<file path="config.mk">
export PLATFORM = sky130hd
export DESIGN_NAME = uart_rx
export DESIGN_NICKNAME = d
export VERILOG_FILES = /design/src/rtl/uart_pkg.sv /design/src/rtl/sync2.sv /design/src/rtl/uart_rx.sv
export SDC_FILE = /design/constraint.sdc
export NUM_CORES = 1
export LEC_CHECK = 0
export ABC_AREA = 1
export BUFFER_PORTS_ARGS = -buffer_cell sky130_fd_sc_hd__buf_2
export CELL_PAD_IN_SITES_DETAIL_PLACEMENT = 0
export CELL_PAD_IN_SITES_GLOBAL_PLACEMENT = 1
export CORE_ASPECT_RATIO = 0.6
export CORE_MARGIN = 2
export CORE_UTILIZATION = 38
export DETAILED_ROUTE_END_ITERATION = 6
export HOLD_SLACK_MARGIN = 0.08
export PLACE_DENSITY_LB_ADDON = 0.08
export SYNTH_ARGS = -nofsm -noshare
export SYNTH_HDL_FRONTEND = slang
export SYNTH_SLANG_ARGS = --single-unit
</file>
<file path="constraint.sdc">
create_clock -name clk -period 1.2 [get_ports clk]
set_clock_uncertainty 0.05 [all_clocks]
set_input_delay 0.18 -clock clk [delete_from_list [all_inputs] [get_ports clk]]
set_output_delay 0.18 -clock clk [all_outputs]
set_load 0.02 [all_outputs]
</file>
<file path="src/rtl/uart_pkg.sv">
// Shared types for the UART receive path: receiver state encoding and frame constants.
package uart_pkg;

    localparam int DATA_BITS = 8;

    typedef enum logic [2:0] {
        IDLE,
        START,
        DATA,
        PARITY,
        STOP,
        WAIT_IDLE
    } rx_state_t;

    // Even parity across data plus parity bit; 0 means the frame is consistent.
    function automatic logic parity_of(input logic [DATA_BITS:0] v);
        return ^v;
    endfunction

endpackage

</file>
<file path="src/rtl/sync2.sv">
// Two-flop synchronizer for a single asynchronous input; the reset value is chosen
// to match the input's idle level.
module sync2 #(
    parameter logic RST_VAL = 1'b1
) (
    input  logic clk,
    input  logic rst,
    input  logic d,
    output logic q
);

    logic meta;

    always_ff @(posedge clk or posedge rst) begin
        if (rst) begin
            meta <= RST_VAL;
            q    <= RST_VAL;
        end else begin
            meta <= d;
            q    <= meta;
        end
    end

endmodule

</file>
<file path="src/rtl/uart_rx.sv">
// 8N1 UART receiver into a single-entry valid/ready register, with frame/overrun flags.
// Define UART_RX_PARITY_EN for an even-parity bit and the parity_err output.
module uart_rx
    import uart_pkg::*;
#(
    parameter int clocks_per_bit = 4
) (
    input  logic                 clk,
    input  logic                 rst,
    input  logic                 ser_rx,
    output logic [7:0]           out_data,
    output logic                 out_valid,
    input  logic                 out_ready,
    output logic                 frame_err,
    output logic                 overrun,
    output logic                 busy,
`ifdef UART_RX_PARITY_EN
    output logic                 parity_err,
`endif
    output rx_state_t            dbg_state
);

    // Output handshake: a byte is transferred on any clk edge where out_valid and
    // out_ready are both 1; out_data holds steady while out_valid=1 and out_ready=0.

    localparam int CW = $clog2(clocks_per_bit);
    localparam logic [CW-1:0] HALF_M1 = CW'(clocks_per_bit / 2 - 1);
    localparam logic [CW-1:0] LAST    = CW'(clocks_per_bit - 1);

    rx_state_t              state, state_n;
    logic                   rx_s;
    logic [CW-1:0]          cnt;
    logic [2:0]             bit_idx;
    logic [DATA_BITS-1:0]   shift;
    logic                   cnt_clr, shift_en, bit_inc, stop_ok, stop_bad;
    logic                   dlv, par_ok;

    sync2 #(.RST_VAL(1'b1)) u_sync (
        .clk (clk),
        .rst (rst),
        .d   (ser_rx),
        .q   (rx_s)
    );

    always_ff @(posedge clk or posedge rst) begin
        if (rst) state <= IDLE;
        else     state <= state_n;
    end

`ifdef UART_RX_PARITY_EN
    logic par_smp, par_bit, perr_pend;
    assign par_ok = ~parity_of({par_bit, shift});
`else
    assign par_ok = 1'b1;
`endif

    always_comb begin
        state_n  = state;
        cnt_clr  = 1'b0;
        shift_en = 1'b0;
        bit_inc  = 1'b0;
        stop_ok  = 1'b0;
        stop_bad = 1'b0;
`ifdef UART_RX_PARITY_EN
        par_smp  = 1'b0;
`endif
        case (state)
            IDLE: begin
                cnt_clr = 1'b1;
                if (!rx_s) state_n = START;
            end
            START: begin
                // Mid-start-bit check rejects short low glitches on an idle line.
                if (cnt == HALF_M1) begin
                    cnt_clr = 1'b1;
                    state_n = rx_s ? IDLE : DATA;
                end
            end
            DATA: begin
                if (cnt == LAST) begin
                    cnt_clr  = 1'b1;
                    shift_en = 1'b1;
                    if (bit_idx == 3'(DATA_BITS - 1)) begin
`ifdef UART_RX_PARITY_EN
                        state_n = PARITY;
`else
                        state_n = STOP;
`endif
                    end else begin
                        bit_inc = 1'b1;
                    end
                end
            end
`ifdef UART_RX_PARITY_EN
            PARITY: begin
                if (cnt == LAST) begin
                    cnt_clr = 1'b1;
                    par_smp = 1'b1;
                    state_n = STOP;
                end
            end
`endif
            STOP: begin
                if (cnt == LAST) begin
                    cnt_clr = 1'b1;
                    if (rx_s) begin
                        stop_ok = 1'b1;
                        state_n = IDLE;
                    end else begin
                        stop_bad = 1'b1;
                        state_n  = WAIT_IDLE;
                    end
                end
            end
            WAIT_IDLE: begin
                cnt_clr = 1'b1;
                if (rx_s) state_n = IDLE;
            end
            default: begin
                cnt_clr = 1'b1;
                state_n = IDLE;
            end
        endcase
    end

    always_ff @(posedge clk or posedge rst) begin
        if (rst) begin
            cnt       <= '0;
            bit_idx   <= '0;
            shift     <= '0;
            dlv       <= 1'b0;
            frame_err <= 1'b0;
`ifdef UART_RX_PARITY_EN
            par_bit   <= 1'b0;
            perr_pend <= 1'b0;
`endif
        end else begin
            cnt <= cnt_clr ? '0 : cnt + CW'(1);
            if (state != DATA) bit_idx <= '0;
            else if (bit_inc)  bit_idx <= bit_idx + 3'd1;
            if (shift_en) shift <= {rx_s, shift[DATA_BITS-1:1]};
            dlv       <= stop_ok & par_ok;
            frame_err <= stop_bad;
`ifdef UART_RX_PARITY_EN
            if (par_smp) par_bit <= rx_s;
            perr_pend <= stop_ok & ~par_ok;
`endif
        end
    end

    // Delivery happens one cycle after the stop sample; shift is idle until the next DATA.
    always_ff @(posedge clk or posedge rst) begin
        if (rst) begin
            out_data  <= '0;
            out_valid <= 1'b0;
            overrun   <= 1'b0;
`ifdef UART_RX_PARITY_EN
            parity_err <= 1'b0;
`endif
        end else begin
            overrun <= 1'b0;
`ifdef UART_RX_PARITY_EN
            parity_err <= perr_pend;
`endif
            if (dlv) begin
                if (!out_valid || out_ready) begin
                    out_data  <= shift;
                    out_valid <= 1'b1;
                end else begin
                    overrun <= 1'b1;
                end
            end else if (out_valid && out_ready) begin
                out_valid <= 1'b0;
            end
        end
    end

    assign busy      = (state != IDLE);
    assign dbg_state = state;

endmodule
</file>
-- Yosys cells after proc, flatten, opt, wreduce, memory -nomap -nowiden
Cells that the tools add are included.
- flip-flop bits (word level): 30
- bits of input ports: 4
- word-level logic and storage cells: 69
- add/subtract/negate cells: 2
- eq/ne operators: 15
- muxes and demuxes: 30
- reductions and logical operators: 11
- operators by type and width (kind ; number):
    2-to-1 mux 3 bit ; 9
    2-to-1 mux 1 bit ; 17
    one-hot mux 3 bit (5 select lines) ; 1
    != test 2 bit, second input constant ; 5
    equality test 3 bit, second input constant ; 3
    AND reduction 6 bit ; 1
    2-to-1 mux 2 bit ; 2
    != test 2 x 1 -> 1 bit, second input constant ; 2
    AND reduction 2 bit ; 2
    nonzero test 2 bit ; 2
    adder 3 x 1 -> 3 bit, second input constant ; 1
    equality test 3 x 1 -> 1 bit, second input constant ; 1
    equality test 3 x 2 -> 1 bit, second input constant ; 1
    zero test 3 bit ; 1
    != test 3 x 2 -> 1 bit, second input constant ; 1
    nonzero test 3 bit ; 1
    adder 2 x 1 -> 2 bit, second input constant ; 1
    equality test 2 x 1 -> 1 bit, second input constant ; 1
    equality test 2 bit, second input constant ; 1
    one-hot mux 1 bit (2 select lines) ; 1
    OR reduction 2 bit ; 1
    logical AND 1 bit ; 1
    zero test 1 bit ; 1
    logical OR 1 bit ; 1

-- Longest topological paths before layout
Gate-level depths: netlist of run 1.
- depth after elaboration: 6
- depth in mapped cells: 8

-- Modules after synthesis
A second synthesis of run 1 with hierarchy kept.
- cells, all modules: 141
- area total of the unflattened synthesis: 1327.5 um2
- by module, submodules not included (module ; times used ; cells an instance ; area each (um2) ; sequential area each (um2)):
    uart_rx ; 1 ; 138 ; 1271.2 ; 700.7
    sync2 ; 1 ; 3 ; 56.3 ; 52.6

-- Worst setup path after synthesis of run 1
No wires, ideal clock.
- path kind: reg2reg
- start: register state[2] (netlist: dbg_state[2])
- end: register state[0] (netlist: dbg_state[0])
- arrival: 1.181 ns
- data required time: 1.029 ns
- path slack: -0.152 ns
- cell stages (with the launch flop): 9
- path buffers: 1
- period minus slack after synthesis: 1.352 ns
- cells stage by stage: dfrtp_1 > buf_6 > inv_2 > nand2_2 > nand2_1 > nand2_2 > nand2_1 > o21bai_1 > nand2_1
- cells in the longest elaborated chain, start to end: 3
- RTL lines (item ; line ; text):
    from (decl) ; uart_rx.sv:30 ; rx_state_t state, state_n;
    from (signal assigned) ; uart_rx.sv:47 ; else state <= state_n;
    equality test 3 bit (tied with other cells) ; uart_rx.sv:67 ; case (state)
    != test 2 x 1 -> 1 bit (no line) or != test 2 bit (tied branches) ; - ;
    AND reduction 6 bit (no line) ; - ;
Several ways; a longest one is shown, not always the timed one.
A chain may end at the register's enable or synchronous reset.

-- Final worst setup path of run 1
- start: register state[1] (netlist: dbg_state[1])
- end: output port busy
- cells in the longest elaborated chain, start to end: 1
- RTL lines (item ; line ; text):
    nonzero test 3 bit ; uart_rx.sv:178 ; assign busy = (state != IDLE);
    to (decl) ; uart_rx.sv:16 ; output logic busy,
No other way between the ends.

==> results of run 1 <==
==> path summary, 6_finish.rpt <==
path,cells past startpoint,start,endpoint
worst max-delay path,3,dbg_state[1],busy
worst min-delay path,4,out_ready,overrun
worst max register to register,8,bit_idx[0],dbg_state[0]
worst min register to register,0,u_sync.meta,u_sync.q
max in group asynchronous,4,rst,u_sync.meta
min in group asynchronous,4,rst,dbg_state[0]
==> what timing repair did <==
| item | CTS | global route |
|---|---|---|
| hold buffers | 2 | 0 |
| hold endpoints to repair | 29 | 0 |
| endpoints found under the setup margin | 18 | 19 |
| pin swaps | 3 | 12 |
| setup buffers | 4 | 3 |
| gates resized for setup | 13 | 17 |
| cloned | 0 | 0 |
==> Yosys cell counts <==
cell type	n
sky130_fd_sc_hd__nand3b_1	1
sky130_fd_sc_hd__nor2_2	1
sky130_fd_sc_hd__nor4_1	1
sky130_fd_sc_hd__dfrtp_1	28
sky130_fd_sc_hd__nand3_1	9
sky130_fd_sc_hd__nand2_2	3
sky130_fd_sc_hd__mux2_2	1
sky130_fd_sc_hd__a21oi_1	1
sky130_fd_sc_hd__dfstp_2	2
sky130_fd_sc_hd__buf_6	2
sky130_fd_sc_hd__o21ai_0	11
sky130_fd_sc_hd__buf_2	1
sky130_fd_sc_hd__nand2_1	30
sky130_fd_sc_hd__nor2_4	1
sky130_fd_sc_hd__o21ai_2	8
sky130_fd_sc_hd__inv_1	18
sky130_fd_sc_hd__nor2_1	14
sky130_fd_sc_hd__o21bai_1	3
sky130_fd_sc_hd__nand2_4	1
sky130_fd_sc_hd__inv_2	2
sky130_fd_sc_hd__ha_1	4
==> flip-flops by register name, indices dropped and copies added, names as in the netlist <==
register	cells
bit_idx	3
cnt	2
dbg_state	3
dlv	1
frame_err	1
out_data	8
out_valid	1
overrun	1
shift	8
u_sync.meta	1
u_sync.q	1
==> power by group through the flow <==
stage | Combinational [mW] | Clock [mW] | Sequential, mW
2_1_floorplan | 0.734 | 0 | 1.26
3_3_place_gp | 1.01 | 0 | 1.26
3_5_place_dp | 0.996 | 0 | 1.26
4_1_cts | 1.27 | 0.975 | 1.23
5_1_grt | 1.64 | 1.03 | 1.25
6_report | 1.52 | 0.945 | 1.24
==> logic make-up (layout without fill, tap and decap cells) <==
| logic type | Yosys count | in the layout | share of synthesized area |
|---|---|---|---|
| AO/OA/AOI/OAI | 23 | 23 | 0.114 |
| adder cells (fa/ha/maj) | 4 | 4 | 0.0373 |
| buffers and inverters | 23 | 63 | 0.0765 |
| flip-flops | 30 | 30 | 0.562 |
| multiplexers | 1 | 1 | 0.00839 |
| AND/OR/NAND/NOR | 61 | 61 | 0.202 |
==> critical path, cell delays in order (launching register included) <==
cell and delay, ns:
sky130_fd_sc_hd__dfrtp_2 0.45, sky130_fd_sc_hd__nor2_4 0.17, sky130_fd_sc_hd__nand2_4 0.07, sky130_fd_sc_hd__buf_6 0.13
==> final cells by class <==
cell class              instances  area, um2  share of cell area
repair buffers                 35        255               0.137
inverters                      20       80.1              0.0430
multi-input cells              89        602               0.323
flip-flops and latches         30        757               0.407
well taps                      45       56.3              0.0303
clock buffers                   8        110              0.0592
==> per-layer routing <==
| layer | GRT usage | share of wire |
|---|---|---|
| met5 | 0 | 0 |
| met1 | 0.202 | 0.50 |
| met4 | 0.0678 | 0.017 |
| met2 | 0.206 | 0.43 |
| met3 | 0.0495 | 0.049 |
==> impl_results.rst, run 1 <==
.. list-table::
   :header-rows: 1

   * - Metric
     - Value
   * - Routed WL
     - 2.72 mm
   * - TritonCTS clock tree
     - yes
   * - Net total in the final layout
     - 189
   * - Number of synthesized register bits
     - 30
   * - Non-Filler Instances
     - 227
   * - Number of antenna violations at the first check in global routing
     - 0
   * - Layout cell share with drive strength beyond 1
     - 0.473
   * - Layout fillers
     - 323
   * - Number of violations of the max-capacitance limit
     - 0
   * - I/O pin count
     - 19
   * - Critical-path maximum fanout
     - 5
   * - Number of clock sinks
     - 30
   * - Area of the die
     - 4040 um2
   * - Routed via count divided by cell count
     - 4.57
   * - Overall routing resource usage
     - 0.146
   * - Final cell area excluding filler cells
     - 1860 um2
   * - Minimum setup slack among reg-to-reg paths
     - -0.11 ns
   * - Total via count after detailed routing
     - 1037
   * - Internal power component
     - 2.36 mW
   * - Setup slack after placement
     - -0.113 ns
   * - Data required time of the worst path
     - 0.97 ns
   * - Count of mapped cells out of synthesis
     - around 140
   * - Yosys Warn Count
     - 0
   * - Pin count of the biggest net entering global routing
     - 31
   * - Violations in the final reports
     - setup timing
   * - Initial Utilization
     - 0.404
   * - Normalized max-slew margin
     - 0.817
   * - Commonest non-fill, non-tap cell in the layout
     - sky130_fd_sc_hd__dfrtp_1
   * - Core Footprint
     - 3320 um2
   * - Power share of the combinational group
     - 0.410
   * - Post-synth top area cell
     - sky130_fd_sc_hd__dfrtp_1
   * - Number of iterations in the first detailed-routing pass
     - 4
   * - First-pass GRT wire length
     - 4.35 mm
   * - Register clock-pin slew on the reported worst setup and hold paths
     - ~0.06 ns
   * - Final WS setup
     - -0.123 ns
   * - Iteration-0 DRC Markers
     - 60
   * - Power density normalized to cell area
     - 1990 nW/um2
   * - Switching Share
     - 0.365
   * - RSZ-0062 raised after global routing
     - yes
   * - Worst Tran Pin Value
     - 0.272 ns
   * - Via count of the first global-routing pass
     - 964
   * - TritonCTS buffer count
     - 5
   * - Achievable Freq
     - 0.756 GHz
   * - Area share of the largest cell type after synthesis
     - 0.522
   * - Vertical extent of the die
     - 50.0 um
   * - Post-layout minimum cycle time
     - 1.32 ns
   * - Hold Crit Class
     - in -> reg
   * - Post-Syn Area
     - roughly 1300 um2
   * - Synthesized area per cell
     - 9.45 um2
   * - Final hold slack
     - between 0.1 and 0.15 ns
   * - CP startpoint kind
     - flip-flop
   * - Clk root buf
     - sky130_fd_sc_hd__clkbuf_8
   * - Worst-skew pair later-pin latency
     - 0.27 ns
   * - Top library cells by usage in the layout, fill and taps aside
     - 25 x sky130_fd_sc_hd__dfrtp_1, 23 x sky130_fd_sc_hd__nand2_1, 16 x sky130_fd_sc_hd__inv_1, 16 x sky130_fd_sc_hd__buf_2, 12 x sky130_fd_sc_hd__buf_4
   * - Max H-tree Level
     - 2
   * - Number of failing hold endpoints at the final stage
     - 0
   * - Final Power
     - about 3.7 mW
   * - Clk pwr share
     - 0.255
   * - Worst Setup Path Type
     - reg -> out
   * - Final critical-path share of the clock period
     - 1.10
   * - Post-DP HPWL
     - 1.80 mm
   * - Final Wtd Congestion
     - 0.842
   * - Maximum buffer depth of the clock tree
     - 2
   * - Row count
     - 16
   * - Count of unresolved DRC violations after routing
     - 0
   * - Placed Instances
     - 210
   * - Final core utilization
     - 0.560
   * - Post-route antenna net violation count
     - 0
   * - Main area contributors after synthesis
     - sky130_fd_sc_hd__dfrtp_1 52%, sky130_fd_sc_hd__nand2_1 8.4%, sky130_fd_sc_hd__o21ai_2 5.2%
   * - Number of setup violations in the final report
     - 17
   * - Routed wire per std cell
     - 12.0 um
   * - Area growth, synth to finish
     - 38.7%
   * - Number of distinct library cells after synthesis
     - 21
   * - GR Overflow Total
     - 0
   * - CP Capture Type
     - primary output
   * - Sequential area share after synthesis
     - 0.562
   * - Net Sw Power
     - roughly 1.4 mW
   * - Die X-Extent
     - between 80 and 90 um
   * - Diode count
     - 0
   * - P_leak
     - between 0.9 and 1 nW
   * - Number of buffers inserted by port buffering
     - 18
   * - Slew Viols, Final
     - 0
   * - Result of the run
     - finished with violations
   * - Aggregate negative setup slack
     - -0.926 ns
   * - Register share of total power
     - 0.335
   * - Post-Synthesis Net Count
     - 150
   * - Worst voltage drop across the vdd grid
     - roughly 1.1 mV
   * - Post-Place Cell Area
     - 1560 um2
   * - Arrival @ worst endpoint
     - 1.09 ns
Power figures use the tool's default switching activity.
==> inputs of run 2 (changes only) <==
--- a/config.mk
+++ b/config.mk
@@ -11,7 +11,7 @@
 export CELL_PAD_IN_SITES_GLOBAL_PLACEMENT = 1
 export CORE_ASPECT_RATIO = 0.6
 export CORE_MARGIN = 2
-export CORE_UTILIZATION = 38
+export CORE_UTILIZATION = 42
 export DETAILED_ROUTE_END_ITERATION = 6
 export HOLD_SLACK_MARGIN = 0.08
 export PLACE_DENSITY_LB_ADDON = 0.08
==> constraint.sdc (replaced) <==
create_clock -name clk -period 1.5 [get_ports clk]
set_clock_uncertainty 0.05 [all_clocks]
set_input_delay 0.225 -clock clk [delete_from_list [all_inputs] [get_ports clk]]
set_output_delay 0.225 -clock clk [all_outputs]
set_load 0.02 [all_outputs]
==> run 2 against run 1 <==
Effect of this change: the flow now finishes without violations; first-iteration DRC count rose by 67%; register-to-register slack improved by 0.21 ns; combinational power fell by 50%; critical path depth did not move; die area fell by 8.9%; critical endpoint unchanged.
==> impl_results.rst, run 2 (same netlist as run 1, synthesis figures left out) <==
.. list-table::
   :header-rows: 1

   * - Metric
     - Value
   * - Result of the run
     - finished, final reports clean
   * - Diode count
     - 0 (unchanged)
   * - CP startpoint kind
     - flip-flop
   * - Worst-skew pair later-pin latency
     - 0.28 ns (about the same)
   * - Count of unresolved DRC violations after routing
     - 0 (unchanged)
   * - Commonest non-fill, non-tap cell in the layout
     - sky130_fd_sc_hd__nand2_1
   * - Number of buffers inserted by port buffering
     - 18 (unchanged)
   * - Setup slack after placement
     - 0.0717 ns (+0.184 ns)
   * - Overall routing resource usage
     - 0.163 (+0.0170)
   * - GR Overflow Total
     - 0 (unchanged)
   * - Number of setup violations in the final report
     - 0 (-17)
   * - TritonCTS clock tree
     - yes
   * - Via count of the first global-routing pass
     - 898 (-6.8%)
   * - Aggregate negative setup slack
     - 0 ns (+0.926 ns)
   * - Achievable Freq
     - 0.704 GHz
   * - Worst Setup Path Type
     - reg -> out
   * - Post-DP HPWL
     - 1.84 mm (+2.5%)
   * - Pin count of the biggest net entering global routing
     - 31 (unchanged)
   * - Critical path cell sequence
     - inv_2 -> nand2_2 -> buf_2
   * - Data required time of the worst path
     - 1.22 ns (+0.25 ns)
   * - RSZ-0062 raised after global routing
     - no
   * - Critical-path maximum fanout
     - 7 (+2)
   * - TritonCTS buffer count
     - 5 (unchanged)
   * - Layout cell share with drive strength beyond 1
     - 0.296 (-0.177)
   * - Register clock-pin slew on the reported worst setup and hold paths
     - 0.06 ns (about the same)
   * - Core Footprint
     - 2950 um2 (-11%)
   * - Cell at the slowest stage of the critical path
     - sky130_fd_sc_hd__dfrtp_2
   * - Top library cells by usage in the layout, fill and taps aside
     - 29 x sky130_fd_sc_hd__nand2_1, 27 x sky130_fd_sc_hd__dfrtp_1, 18 x sky130_fd_sc_hd__buf_2
   * - Vertical extent of the die
     - 47.8 um (-4.5%)
   * - Normalized max-slew margin
     - 0.756 (-0.0606)
   * - Global routing usage on met3
     - 0.0566 (+0.00715)
   * - Most crowded layer after global routing
     - met1
   * - Number of antenna violations at the first check in global routing
     - 0 (unchanged)
   * - Slowest stage delay, CP
     - 0.48 ns (+0.03 ns)
   * - Worst voltage drop across the vdd grid
     - 0.858 mV (-22%)
   * - Number of iterations in the first detailed-routing pass
     - 4 (unchanged)
   * - Total via count after detailed routing
     - 987 (-4.8%)
   * - Net total in the final layout
     - 177 (-6.3%)
   * - CP Capture Type
     - primary output
   * - Worst Tran Pin Value
     - 0.366 ns (+0.0934 ns)
   * - Number of failing hold endpoints at the final stage
     - 0 (unchanged)
   * - First-pass GRT wire length
     - 4.33 mm (-0.48%)
   * - Clk root buf
     - sky130_fd_sc_hd__clkbuf_8
   * - Max H-tree Level
     - 2 (unchanged)
   * - I/O pin count
     - 19 (unchanged)
   * - Number of violations of the max-capacitance limit
     - 0 (unchanged)
   * - Power density normalized to cell area
     - 1470 nW/um2 (-26%)
   * - Final cell area excluding filler cells
     - 1590 um2 (-15%)
   * - Final WS setup
     - 0.0790 ns (+0.202 ns)
   * - Registers with the most flip-flops
     - out_data (8), shift (8)
   * - Slew Viols, Final
     - 0 (unchanged)
   * - Routed WL
     - 2.53 mm (-6.7%)
   * - Row count
     - 15 (-1)
   * - Hold Crit Class
     - in -> reg
   * - Iteration-0 DRC Markers
     - 100 (+67%)
   * - Final critical-path share of the clock period
     - 0.947
   * - Post-Place Cell Area
     - 1480 um2 (-5.1%)
   * - Routed via count divided by cell count
     - 4.68 (+2.4%)
   * - Initial Utilization
     - 0.455 (+0.0516)
   * - Post-layout minimum cycle time
     - between 1 and 1.5 ns
   * - Post-CTS setup buffer count
     - 0 (-4)
   * - Die X-Extent
     - 77.0 um (-4.6%)
   * - Maximum buffer depth of the clock tree
     - 2 (unchanged)
   * - P_leak
     - 0.838 nW (-8.3%)
   * - Worst hold start
     - out_ready
   * - Number of clock sinks
     - 30 (unchanged)
   * - Layout fillers
     - 310 (-4.0%)
   * - Area of the die
     - 3680 um2 (-8.9%)
   * - Worst setup path start
     - dbg_state[2]
   * - Arrival @ worst endpoint
     - 1.15 ns (+0.06 ns)
   * - Final Wtd Congestion
     - 0.882 (+4.7%)
   * - R2r startpoint
     - bit_idx[0]
   * - Met1 track demand over resource
     - 0.231 (+0.0288)
   * - Area growth, synth to finish
     - 18.5%
   * - Routed wire per std cell
     - 12.0 um (+0.37%)
   * - Post-route antenna net violation count
     - 0 (unchanged)
   * - Fraction of met2 tracks used by global routing
     - 0.228 (+0.0225)
-- run 2: worst paths after layout --
check	endpoint	slack (ns)	depth (start not counted)
worst min register to register	u_sync.q	0.31	0
worst min-delay path	overrun	0.16	4
worst max-delay path	busy	0.08	3
min in group asynchronous	frame_err	0.53	4
max in group asynchronous	u_sync.q	0.57	4
worst max register to register	bit_idx[0]	0.10	6
-- run 2: per-layer routing --
metal / routed length (um) / vias up
met4: 42 / 0
li1: - / 497
met5: 0 / -
met2: 999 / 34
met3: 197 / 7
met1: 1290 / 449
-- run 2: area by class of cell --
type / instances / area [um2] / area share
clock buffer: 7 / 76.3 / 0.0480
inverter: 20 / 75.1 / 0.0472
tap: 42 / 52.6 / 0.0331
sequential: 30 / 754 / 0.475
multi-input combinational: 89 / 498 / 0.313
timing repair buffer: 23 / 133 / 0.0835
-- run 2: where the power goes --
group | switching, mW | internal (mW)
clock network | 0.274 | 0.318
logic | 0.500 | 0.256
registers | 0.101 | 0.892
-- run 2: metrics by stage --
step / power [mW] / hold slack (ns) / util / cells
after global placement: 1.73 / 0.260 / 0.502 / 202
after detailed placement: 1.73 / 0.282 / 0.502 / 202
after global routing: 2.52 / 0.198 / 0.539 / 211
after floorplan: 1.54 / 0.179 / - / 142
after CTS: 2.33 / 0.158 / 0.535 / 211
final: 2.34 / 0.162 / 0.539 / 211
-- run 2: timing repair --
action / 4_1_cts / 5_1_grt
resized for setup: 0 / 6
hold buffers: 2 / 0
endpoints found under the hold margin: 29 / 0
setup endpoints to repair: 0 / 5
-- run 2: worst max-delay path: cells and delay by family, from the launching register on --
kind | cells | cell delay [ns]
flip-flops | 1 | 0.48
AND/OR/NAND/NOR | 1 | 0.08
buffers and inverters | 2 | 0.31
==> inputs of run 3 (changes only) <==
--- a/config.mk
+++ b/config.mk
@@ -14,7 +14,7 @@
 export CORE_UTILIZATION = 42
 export DETAILED_ROUTE_END_ITERATION = 6
 export HOLD_SLACK_MARGIN = 0.08
-export PLACE_DENSITY_LB_ADDON = 0.08
+export PLACE_DENSITY_LB_ADDON = 0.05
 export SYNTH_ARGS = -nofsm -noshare
 export SYNTH_HDL_FRONTEND = slang
 export SYNTH_SLANG_ARGS = --single-unit
==> run 3 against run 2 <==
Effect of this change: sequential power down 1%; routed wire length down 2.2%; register-to-register slack better by 0.02 ns; combinational power down 2%; first-iteration DRC count down 40%; critical path type unchanged; largest power group unchanged.
==> impl_results.rst, run 3 (same netlist as run 1, synthesis figures left out) <==
.. list-table::
   :header-rows: 1

   * - Metric
     - Value
   * - TritonCTS clock tree
     - yes
   * - Diode count
     - 0 (unchanged)
   * - CP Capture Type
     - primary output
   * - Net total in the final layout
     - 177 (unchanged)
   * - Number of antenna violations at the first check in global routing
     - 0 (unchanged)
   * - Capturing point of the worst reg2reg path
     - dbg_state[1]
   * - Post-DP HPWL
     - 1.79 mm (-2.7%)
   * - Net Sw Power
     - 882 uW (+0.90%)
   * - Slowest stage delay, CP
     - 0.45 ns (-0.03 ns)
   * - R2R depth
     - 7 (+1)
   * - Internal power component
     - 1.63 mW (+11%)
   * - Number of iterations in the first detailed-routing pass
     - 4 (unchanged)
   * - Family with the most delay on the worst path
     - flip-flops
   * - Critical path cell sequence
     - nor2_2 -> nand2_2 -> buf_2
   * - Final Wtd Congestion
     - 0.937 (+6.3%)
   * - Cell at the slowest stage of the critical path
     - sky130_fd_sc_hd__dfrtp_1
   * - Worst hold start
     - out_ready
   * - Cell depth of the worst hold path
     - 4 (unchanged)
   * - Iteration-0 DRC Markers
     - 60 (-40%)
   * - Area of the die
     - 3680 um2 (unchanged)
   * - Number of failing hold endpoints at the final stage
     - 0 (unchanged)
   * - P_leak
     - 0.862 nW (+2.9%)
   * - I/O pin count
     - 19 (unchanged)
   * - Bufs and invs on worst path
     - 1 (-1)
   * - Commonest non-fill, non-tap cell in the layout
     - sky130_fd_sc_hd__nand2_1
   * - Normalized max-slew margin
     - 0.823 (+0.0663)
   * - Achievable Freq
     - 0.692 GHz (-1.7%)
   * - Layout cell share with drive strength beyond 1
     - 0.300 (+0.00414)
   * - Minimum setup slack among reg-to-reg paths
     - 0.12 ns (+0.02 ns)
   * - Aggregate negative setup slack
     - 0 ns (unchanged)
   * - Row count
     - 15 (unchanged)
   * - Routed via count divided by cell count
     - 4.66 (-0.47%)
   * - Worst-skew pair later-pin latency
     - 0.29 ns (about the same)
   * - Clk root buf
     - sky130_fd_sc_hd__clkbuf_8
   * - Post-CTS setup buffer count
     - 0 (unchanged)
   * - Slew Viols, Final
     - 0 (unchanged)
   * - Area growth, synth to finish
     - 21.4%
   * - Maximum buffer depth of the clock tree
     - 2 (unchanged)
   * - Final Power
     - 2.51 mW (+7.3%)
   * - Count of unresolved DRC violations after routing
     - 0 (unchanged)
   * - Register clock-pin slew on the reported worst setup and hold paths
     - 0.06 ns (about the same)
   * - Result of the run
     - finished, final reports clean
   * - Register share of total power
     - 0.390 (-0.034)
   * - Initial Utilization
     - 0.455 (unchanged)
   * - Number of violations of the max-capacitance limit
     - 0 (unchanged)
   * - Worst Hold End
     - overrun
   * - Post-layout minimum cycle time
     - 1.45 ns (+0.0245 ns)
   * - Setup slack after placement
     - 0.0752 ns (+0.00356 ns)
   * - RSZ-0062 raised after global routing
     - no
   * - Hold Crit Class
     - in -> reg
   * - CP startpoint kind
     - flip-flop
   * - Routed WL
     - 2.48 mm (-2.2%)
   * - Final critical-path share of the clock period
     - 0.964 (+0.0163)
   * - Switching Share
     - 0.351 (-0.0224)
   * - Max H-tree Level
     - 2 (unchanged)
   * - First-pass GRT wire length
     - 4.10 mm (-5.3%)
   * - Power share of the combinational group
     - 0.295 (-0.028)
   * - Worst voltage drop across the vdd grid
     - 0.691 mV (-20%)
   * - Vertical extent of the die
     - 47.8 um (unchanged)
   * - Data required time of the worst path
     - 1.22 ns (about the same)
   * - Pin count of the biggest net entering global routing
     - 31 (unchanged)
   * - Registers with the most flip-flops
     - out_data (8), shift (8)
   * - Core Footprint
     - 2950 um2 (unchanged)
   * - R2r startpoint
     - cnt[0]
   * - Worst Tran Pin Value
     - 0.266 ns (-0.0994 ns)
   * - Critical-path maximum fanout
     - 5 (-2)
   * - Number of setup violations in the final report
     - 0 (unchanged)
   * - Die X-Extent
     - 77.0 um (unchanged)
   * - Post-route antenna net violation count
     - 0 (unchanged)
   * - Number of buffers inserted by port buffering
     - 18 (unchanged)
   * - Clk pwr share
     - 0.315 (+0.062)
   * - Worst Setup Path Type
     - reg -> out
   * - TritonCTS buffer count
     - 5 (unchanged)
   * - Layout fillers
     - 290 (-6.5%)
   * - Total via count after detailed routing
     - 987 (unchanged)
   * - Top library cells by usage in the layout, fill and taps aside
     - 29 x sky130_fd_sc_hd__nand2_1, 28 x sky130_fd_sc_hd__dfrtp_1, 18 x sky130_fd_sc_hd__inv_1, 18 x sky130_fd_sc_hd__buf_2, 12 x sky130_fd_sc_hd__nor2_1
   * - Routed wire per std cell
     - 11.7 um (-2.7%)
   * - Overall routing resource usage
     - 0.157 (-0.00646)
   * - Final WS setup
     - 0.0545 ns (-0.0245 ns)
   * - Via count of the first global-routing pass
     - 898 (unchanged)
   * - GR Overflow Total
     - 0 (unchanged)
   * - Arrival @ worst endpoint
     - 1.17 ns (+0.02 ns)
   * - Power density normalized to cell area
     - 1540 nW/um2 (+4.8%)
   * - Number of clock sinks
     - 30 (unchanged)
## run 3: cell types whose count changed in the layout (fill, tap and decap cells not counted)
cell | previous run | this run
sky130_fd_sc_hd__dfrtp_1 | 27 | 28
sky130_fd_sc_hd__inv_1 | 17 | 18
sky130_fd_sc_hd__dfrtp_2 | 1 | 0
sky130_fd_sc_hd__inv_2 | 3 | 2
sky130_fd_sc_hd__buf_12 | 0 | 1
sky130_fd_sc_hd__buf_4 | 3 | 2
sky130_fd_sc_hd__nor2_4 | 2 | 1
sky130_fd_sc_hd__clkinv_2 | 0 | 2
sky130_fd_sc_hd__clkbuf_1 | 2 | 0
sky130_fd_sc_hd__nor2_2 | 2 | 3
sky130_fd_sc_hd__bufinv_16 | 0 | 1
## run 3: final cells by class
type | instances | area, um2 | area share
Timing Repair Buffer | 23 | 145 | 0.0892
Multi-Input combinational cell | 89 | 493 | 0.303
Sequential cell | 30 | 753 | 0.463
Clock inverter | 3 | 40.0 | 0.0246
Inverter | 20 | 75.1 | 0.0461
Clock buffer | 5 | 68.8 | 0.0423
Tap cell | 42 | 52.6 | 0.0323
## run 3: worst max path at each step
stage,to,cells after the start,from
after detailed placement,bit_idx[0],6,bit_idx[0]
after CTS,busy,3,dbg_state[1]
final,busy,3,dbg_state[1]
after global placement,bit_idx[0],6,bit_idx[0]
after global routing,dbg_state[0],7,cnt[0]
after floorplan,dbg_state[0],8,dbg_state[2]
## run 3: worst reg2reg max path, stage by stage (launching register included)
cell                      delay, ns
sky130_fd_sc_hd__dfrtp_1       0.40
sky130_fd_sc_hd__ha_1          0.25
sky130_fd_sc_hd__inv_1         0.18
sky130_fd_sc_hd__nand3_1       0.10
sky130_fd_sc_hd__nand2_1       0.12
sky130_fd_sc_hd__nor2_2        0.06
sky130_fd_sc_hd__nand3_1       0.06
sky130_fd_sc_hd__nand2_1       0.06
## run 3: power groups by stage
stage	logic [mW]	registers (mW)	clock network, mW
floorplan	0.538	1.00	0
global placement	0.733	0.985	0
detailed placement	0.732	0.986	0
CTS	0.738	0.978	0.809
global route	0.836	0.988	0.853
finish	0.740	0.980	0.792
## run 3: stage by stage
step,utilization,instance area (um2),hold slack [ns],instances
final,0.552,1630,0.158,212
after floorplan,-,1340,0.179,142
after global placement,0.506,1490,0.218,202
after detailed placement,0.506,1490,0.225,202
after CTS,0.551,1620,0.151,212
after global routing,0.552,1630,0.185,212
## run 3: metal layers
layer / vias up / wire, um / GRT usage
met3: 4 / 115 / 0.0755
met2: 20 / 1010 / 0.218
met5: - / 0 / 0
met4: 0 / 31 / 0.0982
li1: 502 / - / -
met1: 461 / 1320 / 0.201
## run 3: timing repair
item                                    CTS  global route
pin swaps                                 0             0
hold endpoints to repair                 29             0
endpoints found under the setup margin    1             2
gates resized for setup                   1             2
hold buffers                              2             0
